==> src/rtl/mul_sequencer.sv <==
// Multi-cycle shift-add multiplier for MUL/MULH/MULHSU/MULHU with a stall/writeback controller.
// Operands are reduced to magnitudes at capture; the sign is applied once on the final product.
module mul_sequencer #(
  parameter int DATA_W = 64
) (
  input  logic              clk,
  input  logic              arst_n,
  input  logic              enable,
  input  logic              start,
  input  logic [1:0]        mul_op,
  input  logic [DATA_W-1:0] operand_a,
  input  logic [DATA_W-1:0] operand_b,
  output logic              busy,
  output logic              stall,
  output logic              result_valid,
  output logic [DATA_W-1:0] result
);

  localparam int CNT_W = (DATA_W > 1) ? $clog2(DATA_W) : 1;
  localparam logic [CNT_W-1:0]    CNT_LAST = CNT_W'(DATA_W - 1);
  localparam logic [CNT_W-1:0]    CNT_ONE  = CNT_W'(1);
  localparam logic [2*DATA_W-1:0] ACC_ONE  = (2*DATA_W)'(1);

  typedef enum logic [1:0] {
    S_IDLE,
    S_CALC,
    S_DONE
  } state_t;

  state_t                state_q, state_d;
  logic [DATA_W-1:0]     mcand_q, mcand_d;
  logic [2*DATA_W-1:0]   acc_q, acc_d;
  logic [CNT_W-1:0]      cnt_q, cnt_d;
  logic                  neg_q, neg_d;
  logic [1:0]            op_q, op_d;
  logic [DATA_W-1:0]     result_q, result_d;

  logic                  a_signed, b_signed;
  logic [DATA_W:0]       upper_sum;
  logic [2*DATA_W-1:0]   acc_step;

  // Two's-complement negation of the most negative value yields 2^(DATA_W-1), read as unsigned.
  function automatic logic [DATA_W-1:0] magnitude(input logic signed [DATA_W-1:0] v,
                                                  input logic is_signed);
    logic signed [DATA_W-1:0] n;
    n = -v;
    return (is_signed && v[DATA_W-1]) ? $unsigned(n) : $unsigned(v);
  endfunction

  function automatic logic [DATA_W-1:0] select_result(input logic [2*DATA_W-1:0] acc,
                                                      input logic neg,
                                                      input logic [1:0] op);
    logic [2*DATA_W-1:0] p;
    p = neg ? (~acc + ACC_ONE) : acc;
    return (op == 2'b00) ? p[DATA_W-1:0] : p[2*DATA_W-1:DATA_W];
  endfunction

  assign a_signed = (mul_op == 2'b01) || (mul_op == 2'b10);
  assign b_signed = (mul_op == 2'b01);

  always_comb begin
    upper_sum = acc_q[0] ? ({1'b0, acc_q[2*DATA_W-1:DATA_W]} + {1'b0, mcand_q})
                         : {1'b0, acc_q[2*DATA_W-1:DATA_W]};
    acc_step  = {upper_sum, acc_q[DATA_W-1:1]};
  end

  always_comb begin
    state_d  = state_q;
    mcand_d  = mcand_q;
    acc_d    = acc_q;
    cnt_d    = cnt_q;
    neg_d    = neg_q;
    op_d     = op_q;
    result_d = result_q;
    case (state_q)
      S_IDLE: begin
        if (start && enable) begin
          state_d = S_CALC;
          mcand_d = magnitude(operand_a, a_signed);
          acc_d   = {{DATA_W{1'b0}}, magnitude(operand_b, b_signed)};
          neg_d   = (a_signed & operand_a[DATA_W-1]) ^ (b_signed & operand_b[DATA_W-1]);
          op_d    = mul_op;
          cnt_d   = '0;
        end
      end
      S_CALC: begin
        if (enable) begin
          acc_d = acc_step;
          cnt_d = cnt_q + CNT_ONE;
          // The final step and the result capture share one edge, so DONE follows the last step directly.
          if (cnt_q == CNT_LAST) begin
            state_d  = S_DONE;
            result_d = select_result(acc_step, neg_q, op_q);
          end
        end
      end
      S_DONE: begin
        if (enable) state_d = S_IDLE;
      end
      default: state_d = S_IDLE;
    endcase
  end

  always_ff @(posedge clk or negedge arst_n) begin
    if (!arst_n) begin
      state_q  <= S_IDLE;
      mcand_q  <= '0;
      acc_q    <= '0;
      cnt_q    <= '0;
      neg_q    <= 1'b0;
      op_q     <= 2'b00;
      result_q <= '0;
    end else begin
      state_q  <= state_d;
      mcand_q  <= mcand_d;
      acc_q    <= acc_d;
      cnt_q    <= cnt_d;
      neg_q    <= neg_d;
      op_q     <= op_d;
      result_q <= result_d;
    end
  end

  assign busy         = (state_q != S_IDLE);
  assign stall        = (start && enable && (state_q == S_IDLE)) || (state_q == S_CALC);
  assign result_valid = (state_q == S_DONE);
  assign result       = result_q;

endmodule

==> config.mk <==
export PLATFORM = sky130hd
export DESIGN_NAME = mul_sequencer
export DESIGN_NICKNAME = d
export VERILOG_FILES = /design/src/rtl/mul_sequencer.sv
export SDC_FILE = /design/constraint.sdc
export NUM_CORES = 1
export LEC_CHECK = 0
export BUFFER_PORTS_ARGS = -buffer_cell sky130_fd_sc_hd__buf_4
export CAP_MARGIN = 30
export CORE_MARGIN = 2
export CORE_UTILIZATION = 57
export CTS_BUF_LIST = sky130_fd_sc_hd__clkbuf_4 sky130_fd_sc_hd__clkbuf_8
export DETAILED_ROUTE_END_ITERATION = 10
export GPL_TIMING_DRIVEN = 0
export HOLD_SLACK_MARGIN = 0.12
export PLACE_DENSITY = 0.86
export SETUP_SLACK_MARGIN = 0.4
export SLEW_MARGIN = 5
export SYNTH_ARGS = -nofsm -noshare
export SYNTH_HDL_FRONTEND = slang
export SYNTH_SLANG_ARGS = --single-unit
==> constraint.sdc <==
create_clock -name clk -period 11.45 [get_ports clk]
set_clock_uncertainty 0.15 [all_clocks]
set_input_delay 1.145 -clock clk [delete_from_list [all_inputs] [get_ports clk]]
set_output_delay 1.145 -clock clk [all_outputs]
set_load 0.03 [all_outputs]
Word-level counts from Yosys, hierarchy flattened
Cells that the tools add are included.
W data, S select, Z words.

word-level totals
  bits of input ports = 134
  word-level logic and storage cells = 55
  output and inout port bits = 67
  register bits = 267

cells by class
  multiplexer cells = 16
  reduce and logical (&&, ||, !) cells = 14
  equal/unequal tests = 9
  add/sub/neg operators = 5
  bitwise gates (word level) = 4

operators with widths
  kind                       number
  $mux W128                  3
  $pmux W128 S2              1
  $mux W64                   3
  $add A128 B1 Y128 const B  1
  $neg A64 Y64               2
  $not A128 Y128             1
  $add A64 B64 Y65           1
  $mux W65                   1
  $mux W6                    2
  $pmux W6 S2                1
  $mux W2                    4
  $ne A2 B2 Y1 const B       4
  $add A6 B1 Y6 const B      1
  $eq A6 B6 Y1 const B       1
  $pmux W2 S3                1
  $reduce_and A3 Y1          2
  $eq A2 B1 Y1 const B       2
  $eq A2 B2 Y1 const B       2
  $logic_and A1 B1 Y1        4
  $logic_not A2 Y1           2
  $reduce_and A4 Y1          1
  $reduce_bool A2 Y1         2
  $and A1 B1 Y1              2
  $logic_or A1 B1 Y1         2
  2 further kinds            2

Logic depth before layout (Yosys ltp)
Gate-level depths: netlist (run 1).

  word-level depth = 6
  mapped depth = 18
  mapped depth without buffers = 16

Least setup slack after synthesis (run 1)
OpenSTA, ideal clock, no wires.

  path kind = input -> register
  start point = input port operand_b[17]
  end point = register acc_q[61]
  required time = 11,166 ps
  stages = 13
  setup time = 134 ps
  path buffers = 0
  setup slack = 6,721 ps
  arrival = 4,445 ps
  path through = or3_1 -> nor4_1 -> or4b_2 -> nor2_1 -> nand3b_1 -> nor3_1 -> and2_0 -> nand2_1 -> o41ai_1 -> xor2_1 -> nor2_1 -> a21oi_1 -> o21ai_0

between the ends
  longest elaborated chain between the ends = 4

RTL lines
  what                    RTL line  RTL
  start: declaration      12        input logic [DATA_W-1:0] operand_b,
  $neg A64 Y64            46        n = -v;
  $mux W64                47        return (is_signed && v[DATA_W-1]) ? $unsigned(n) : $unsigned(v);
  $mux W128               77        if (start && enable) begin
  $pmux W128 S2           75        case (state_q)
  end signal: assignment  108       acc_q <= '0;
  end signal: assignment  116       acc_q <= acc_d;
  end: declaration        32        logic [2*DATA_W-1:0] acc_q, acc_d;

No other way between the ends. The select of a mux whose other input is x is not followed.
A chain may end at the register's enable or synchronous reset.

Worst setup path after layout (run 1)
  start point = register acc_q[0]
  end point = register result_q[0] (netlist: result[0])

between the ends
  longest elaborated chain between the ends = 5

RTL lines
  what                    RTL line  RTL
  $mux W65 *              62        upper_sum = acc_q[0] ? ({1'b0, acc_q[2*DATA_W-1:DATA_W]} + {1'b0, mcand_q})
  $not A128 Y128          54        p = neg ? (~acc + ACC_ONE) : acc;
  $add A128 B1 Y128       54
  $mux W128 *             54
  $mux W64 *              55        return (op == 2'b00) ? p[DATA_W-1:0] : p[2*DATA_W-1:DATA_W];
  end signal: assignment  120       result_q <= result_d;
  end: declaration        36        logic [DATA_W-1:0] result_q, result_d;

Every way passes the cells marked *; elsewhere a longest branch is shown, timed or not.

==> results of run 1 <==
## power by group through the flow
stage / logic (mW) / registers [mW] / clock network [mW]
after CTS: 3.88 / 1.58 / 0.953
after global placement: 3.76 / 1.58 / 0
after floorplan: 2.72 / 1.42 / 0
after global routing: 4.35 / 1.61 / 0.993
final: 4.07 / 1.59 / 0.968
after detailed placement: 3.85 / 1.59 / 0
## synth_stat cells (8+ instances only)
| cell | count |
|---|---|
| nand2_1 | 447 |
| o21ai_0 | 401 |
| a21oi_1 | 300 |
| nor2_1 | 277 |
| dfrtp_1 | 267 |
| clkbuf_1 | 148 |
| xor2_1 | 136 |
| xnor2_1 | 117 |
| ha_1 | 69 |
| nor3_1 | 69 |
| or3_1 | 54 |
| nand3_1 | 52 |
| o31ai_1 | 47 |
| inv_1 | 45 |
| nor4_1 | 37 |
| a21o_1 | 34 |
| nand4_1 | 34 |
| a31oi_1 | 30 |
| or4_1 | 29 |
| mux2i_1 | 25 |
| o211ai_1 | 25 |
| buf_1 | 23 |
| o41ai_1 | 23 |
| and2_1 | 21 |
| nand2b_1 | 21 |
| a211oi_1 | 20 |
| and3_1 | 20 |
| or2_2 | 18 |
| and4_1 | 17 |
| o21a_1 | 17 |
| a22o_1 | 15 |
| nor2b_1 | 13 |
| a21boi_0 | 9 |
| mux2_2 | 8 |
| o22ai_1 | 8 |
## flip-flops by register name, summed over array words and instances (netlist names)
name	count
acc_q	128
cnt_q	6
mcand_q	64
neg_q	1
op_q	2
result	64
state_q	2
## kinds of logic after synthesis
logic type                 share of synthesized area [%]
DFF                                                 29.5
xor gates and xnor gates                            9.77
adders and majority gates                           3.90
buffers and inverters                               3.78
muxes                                               1.57
and+or+nand+nor                                     24.3
AOI/OAI and AO/OA                                   27.2
## metrics by stage
| stage | util, % | area (µm²) | hold slack, ps | cells | setup WS [ps] |
|---|---|---|---|---|---|
| after floorplan | - | 22700 | 306 | 3037 | 6720 |
| after global placement | 62.9 | 24800 | 312 | 3761 | 4330 |
| after detailed placement | 63.2 | 24900 | 316 | 3769 | 4390 |
| after CTS | 65.6 | 25900 | 255 | 3852 | 4360 |
| after global routing | 65.8 | 26000 | 265 | 3859 | 3930 |
| final | 65.8 | 26000 | 245 | 3859 | 3820 |
## cell type report
type,count,area share (%)
multi-input cells,2545,58.3
flip-flops and latches,267,25.7
repair buffers,214,6.44
clock buffers,72,3.41
plain buffers,179,2.64
well taps,525,2.53
inverters,46,0.665
clock inverters,11,0.332
## path summary, 6_finish.rpt
| path | depth (start not counted) | startpoint | to | slack [ps] |
|---|---|---|---|---|
| max | 15 | acc_q[0]$_DFFE_PN0P_ | result[0]$_DFFE_PN0P_ | 3820 |
| max reg2reg | 15 | acc_q[0]$_DFFE_PN0P_ | result[0]$_DFFE_PN0P_ | 3820 |
| min reg2reg | 1 | result[63]$_DFFE_PN0P_ | result[63]$_DFFE_PN0P_ | 340 |
| max in group asynchronous | 2 | arst_n | mcand_q[61]$_DFFE_PN0P_ | 9900 |
| min in group clk | 1 | result[63]$_DFFE_PN0P_ | result[63]$_DFFE_PN0P_ | 340 |
| min | 1 | arst_n | acc_q[7]$_DFFE_PN0P_ | 250 |
## per-layer routing
metal  GRT usage [%]  share of wire, %  up-vias
li1                -                 -    11500
met1            58.5                38    12700
met2            70.4                43     1909
met3            14.7                13      422
met4            26.0               6.0        0
met5               0                 0        -
==> metrics, run 1 <==
outcome=finished, final reports clean; Max-Cap Viols=0; Worst Path Max Fanout=10; post-CTS setup buffers=0; GRT overflow=0; DP Wirelength=slightly below 80 mm; Final Routed Wirelength=about 100 mm; Clk network pwr share=between 10 and 15%; total CTS buffers=47; Cells after Synth=about 3,000; deepest clock path buffer count=3; total track usage=about 46%; drt initial violations=a little under 4,000; Cell Rows=73; # port buffers=roughly 200; Yosys warning count=0; Initial Utilization=approximately 57%; Root Driver=clkbuf_8; Crit-path slowest cell=buf_1; crit start category=flop; sequential element share of the synthesized area=between 20% and 30%; share of the synthesized area in the top cell type=slightly below 30%; global placement routability congestion=between 1 and 1.5; buffers plus inverters on the worst setup path=10; IO Count=approximately 200; commonest non-fill, non-tap cell in the layout=nand2_1; number of global-route vias before repair=25,200; dominant cells by area after synthesis=dfrtp_1 29%, o21ai_0 8.9%, nand2_1 7.4%, a21oi_1 6.6%, xor2_1 5.3%; Final period util=66.6%; unrepaired setup endpoints after global routing=no; switch share=between 50% and 60%; Primary FF master, synth=dfrtp_1; setup violators final=0; clock-pin slew on the worst setup and hold paths=70 ps; Final Hold Viols=0; CP Data Arrival Time=about 8000 ps; initial antenna violation count=1; first-pass GRT wire length=146 mm; core area=39,500 µm²; #FFs+latches synth=~270; Pwr Total=between 6 and 7 mW; final setup TNS=0 ps; CTS tree=yes; pin count of the biggest net entering global routing=121; Synth cell types=just over 90; FMAX=131 MHz; antenna viol nets, final=0; Slew Limit Headroom=a little under a third; CTS sink cnt=267; routed vias/inst=around 7; Post-Syn Area=22,700 µm²; P_leak=10.9 nW; crit-path most repeated cell=clkbuf_1; 1st-pass router iterations=6; final net count=between 3,000 and 4,000; worst path cell trace=clkbuf_1, clkbuf_1, buf_2, buf_2, clkbuf_1, clkbuf_1, buf_2, buf_1, clkbuf_1, buf_1, o21ai_0, xnor2_1, nor2_1, a21oi_1, o21ai_0; Mean Syn Cell Area=around 7.5 µm²; post-cts gate resize count=0; syn_nets=3,241; Crit path largest cell delay=between 800 and 900 ps; NetSw=3.56 mW; Multi-input gate area=roughly 15,000 µm²; # hold bufs at CTS=0; asr flop ratio synth=100%; DRC=0; Hold Path Class=input pin to async pin; Clk Latency, worst-skew pair=approximately 670 ps; crit path capture type=flop; via count=26,500; H-tree depth=2; sequential share of power=a little under a quarter; Yosys top cell by area=dfrtp_1; WL/cell=roughly 25 µm; crit path time final=7630 ps; pwr/cell area=approximately 260 nW/µm²; Crit path required time=between 10,000 and 15,000 ps; # diodes=0; worst vdd ir=~0.15 mV; die height=between 200 and 250 µm; fillers=~3,400; Logic pwr share=61.4%; cell internal pwr=between 3 and 4 mW; synth-to-layout area growth=14.6%; register area=~6700 µm²; CP Class=flop to flop; actual slew at the worst max-slew pin=roughly 1000 ps; Die X=a little over 200 µm; proportion of layout cells with a drive suffix above 1=10.7%; Post-synth EDFFs=0; cell family with most CP delay=buffers and inverters; max-slew violations=0; die area=~41,000 µm²; most frequent cells in the layout=447 x nand2_1, 401 x o21ai_0, 300 x a21oi_1, 277 x nor2_1, 267 x dfrtp_1
Power figures use the tool's default switching activity.
==> run 2: changes to the inputs <==
--- a/config.mk
+++ b/config.mk
@@ -13,7 +13,7 @@
 export DETAILED_ROUTE_END_ITERATION = 10
 export GPL_TIMING_DRIVEN = 0
 export HOLD_SLACK_MARGIN = 0.12
-export PLACE_DENSITY = 0.86
+export PLACE_DENSITY = 0.89
 export SETUP_SLACK_MARGIN = 0.4
 export SLEW_MARGIN = 5
 export SYNTH_ARGS = -nofsm -noshare
==> constraint.sdc (replaced) <==
create_clock -name clk -period 6.9 [get_ports clk]
set_clock_uncertainty 0.15 [all_clocks]
set_input_delay 0.69 -clock clk [delete_from_list [all_inputs] [get_ports clk]]
set_output_delay 0.69 -clock clk [all_outputs]
set_load 0.03 [all_outputs]
==> run 2 against run 1 <==
Worst hold slack worse by 87 ps. Sequential share of layout area hardly changed. Sequential power is 65% higher. Via count is 2.8% lower. Combinational power is 62% higher. Critical path type unchanged. Critical endpoint is now result[48]$_DFFE_PN0P_. Clock power is 71% higher.
==> metrics, run 2 (synthesis gave the netlist of run 1 again) <==
outcome=finished, final reports clean (unchanged); GRT overflow=0 (unchanged); antenna viol nets, final=0 (unchanged); Reg with most FFs=acc_q (unchanged); Hold Path Class=input pin to flop (was input pin to async pin); Placed Area=24,900 µm² (about the same); Clk Latency, worst-skew pair=620 ps (was 670 ps); max-slew violations=0 (unchanged); H-tree depth=2 (unchanged); proportion of layout cells with a drive suffix above 1=10.8% (was 10.7%); Final Routed Wirelength=89.1 mm (was 97.9 mm); WL/cell=23.1 µm (was 25.4 µm); Root Driver=clkbuf_8 (unchanged); CP Data Arrival Time=6610 ps (was 7960 ps); routed vias/inst=6.68 (was 6.88); global placement routability congestion=1.06 (was 1.05); Crit path required time=7300 ps (was 11,780 ps); die area=41,400 µm² (unchanged); crit start category=flop (unchanged); Final Hold Viols=0 (unchanged); # port buffers=199 (unchanged); total track usage=42.2% (was 46.4%); final setup TNS=0 ps (unchanged); pwr/cell area=418 nW/µm² (was 255 nW/µm²); post-CTS setup buffers=0 (unchanged); P_leak=10.9 nW (about the same); Cell Rows=73 (unchanged); 1st-pass router iterations=7 (was 6); DP Wirelength=69.9 mm (was 77.1 mm); drt initial violations=3,355 (was 3,890); core area=39,500 µm² (unchanged); initial antenna violation count=3 (was 1); CP Class=flop to flop (unchanged); FMAX=161 MHz (was 131 MHz); Die X=203 µm (unchanged); pin count of the biggest net entering global routing=114 (was 121); most frequent cells in the layout=447 x nand2_1, 401 x o21ai_0, 300 x a21oi_1, 277 x nor2_1, 267 x dfrtp_1 (unchanged); number of global-route vias before repair=23,800 (was 25,200); unrepaired setup endpoints after global routing=no (unchanged); total CTS buffers=47 (unchanged); CTS tree=yes (unchanged); actual slew at the worst max-slew pin=1100 ps (was 1050 ps); clock-pin slew on the worst setup and hold paths=60 ps (was 70 ps); Slew Limit Headroom=26.4% (was 30.2%); die height=203 µm (unchanged); Largest register FFs=128 (unchanged); design area=26,000 µm² (about the same); Final period util=90.0% (was 66.6%); IO Count=201 (unchanged); CTS sink cnt=267 (unchanged); commonest non-fill, non-tap cell in the layout=nand2_1 (unchanged); fillers=3,589 (was 3,413); crit path capture type=flop (unchanged); crit path time final=6210 ps (was 7630 ps); Pwr Total=10.9 mW (was 6.63 mW); DRC=0 (unchanged); final net count=3,501 (was 3,504); via count=25,800 (was 26,500); Initial Utilization=57.5% (unchanged); setup violators final=0 (unchanged); Worst Path Max Fanout=10 (unchanged); worst vdd ir=0.262 mV (was 0.155 mV); deepest clock path buffer count=3 (unchanged); synth-to-layout area growth=14.7% (was 14.6%); first-pass GRT wire length=135 mm (was 146 mm); Max-Cap Viols=0 (unchanged)
## run 2: cell count changes in the layout (fill, tap and decap cells not counted), sizes merged
cell	before	now
buf	244	238
bufinv	1	2
clkbuf	221	224
clkinvlp	1	0
diode	0	1
dlygate4sd3	0	1
inv	46	47
## run 2: routing by layer
| metal | vias up | GRT usage, % | wire length [µm] |
|---|---|---|---|
| met5 | - | 0 | 14 |
| met4 | 4 | 20.3 | 4970 |
| met3 | 348 | 13.1 | 11600 |
| met2 | 1678 | 63.6 | 38000 |
| met1 | 12200 | 55.2 | 34500 |
| li1 | 11600 | - | - |
## run 2: repair_timing
item                                    4_1_cts  5_1_grt
hold buffers                                  1        0
hold endpoints to repair                     81        0
endpoints found under the setup margin        9        4
resized for setup                             3        1
## run 2: layout make-up
type	instances	area, µm²	area share (%)
antenna	1	2.50	0.00962
buffer	179	688	2.65
clock buffer	73	911	3.50
clock inverter	12	118	0.452
inverter	46	173	0.664
multi-input combinational	2545	15100	58.2
sequential	267	6680	25.7
tap	525	657	2.53
timing repair buffer	211	1640	6.32
## run 2: worst paths after layout
kind	slack [ps]	to	from	cells after the start
hold / removal	160	state_q[1]$_DFFE_PN0P_	enable	2
hold reg to reg	330	result[12]$_DFFE_PN0P_	result[12]$_DFFE_PN0P_	2
setup / recovery	690	result[48]$_DFFE_PN0P_	acc_q[0]$_DFFE_PN0P_	14
setup reg to reg	690	result[48]$_DFFE_PN0P_	acc_q[0]$_DFFE_PN0P_	14
min in group asynchronous	480	acc_q[7]$_DFFE_PN0P_	arst_n	2
max in group asynchronous	5060	mcand_q[63]$_DFFE_PN0P_	arst_n	3
## run 2: stage by stage
step                      instances  setup slack [ps]  utilization [%]  hold slack [ps]
after floorplan                3037              2340                -              244
after global placement         3761              35.2             62.9              311
after detailed placement       3766              55.6             63.1              321
after CTS                      3852               672             65.8              152
after global routing           3858               509             65.9              174
final                          3859               691             65.9              158
## run 2: where the power goes
part / internal, mW / total [mW] / switching (mW) / leakage, nW
Clock: 0.917 / 1.66 / 0.740 / 0.555
Sequential: 2.01 / 2.63 / 0.621 / 3.45
Combinational: 2.22 / 6.60 / 4.38 / 6.91
## run 2: worst max-delay path, stage by stage, from the launching register on
cell	delay, ps
dfrtp_1	540
clkbuf_1	390
clkbuf_1	450
buf_2	330
buf_2	340
clkbuf_1	440
clkbuf_1	660
buf_2	400
buf_2	400
clkbuf_2	480
o32ai_1	290
nand3_1	170
o211ai_1	90
a2111oi_0	840
a21o_1	140
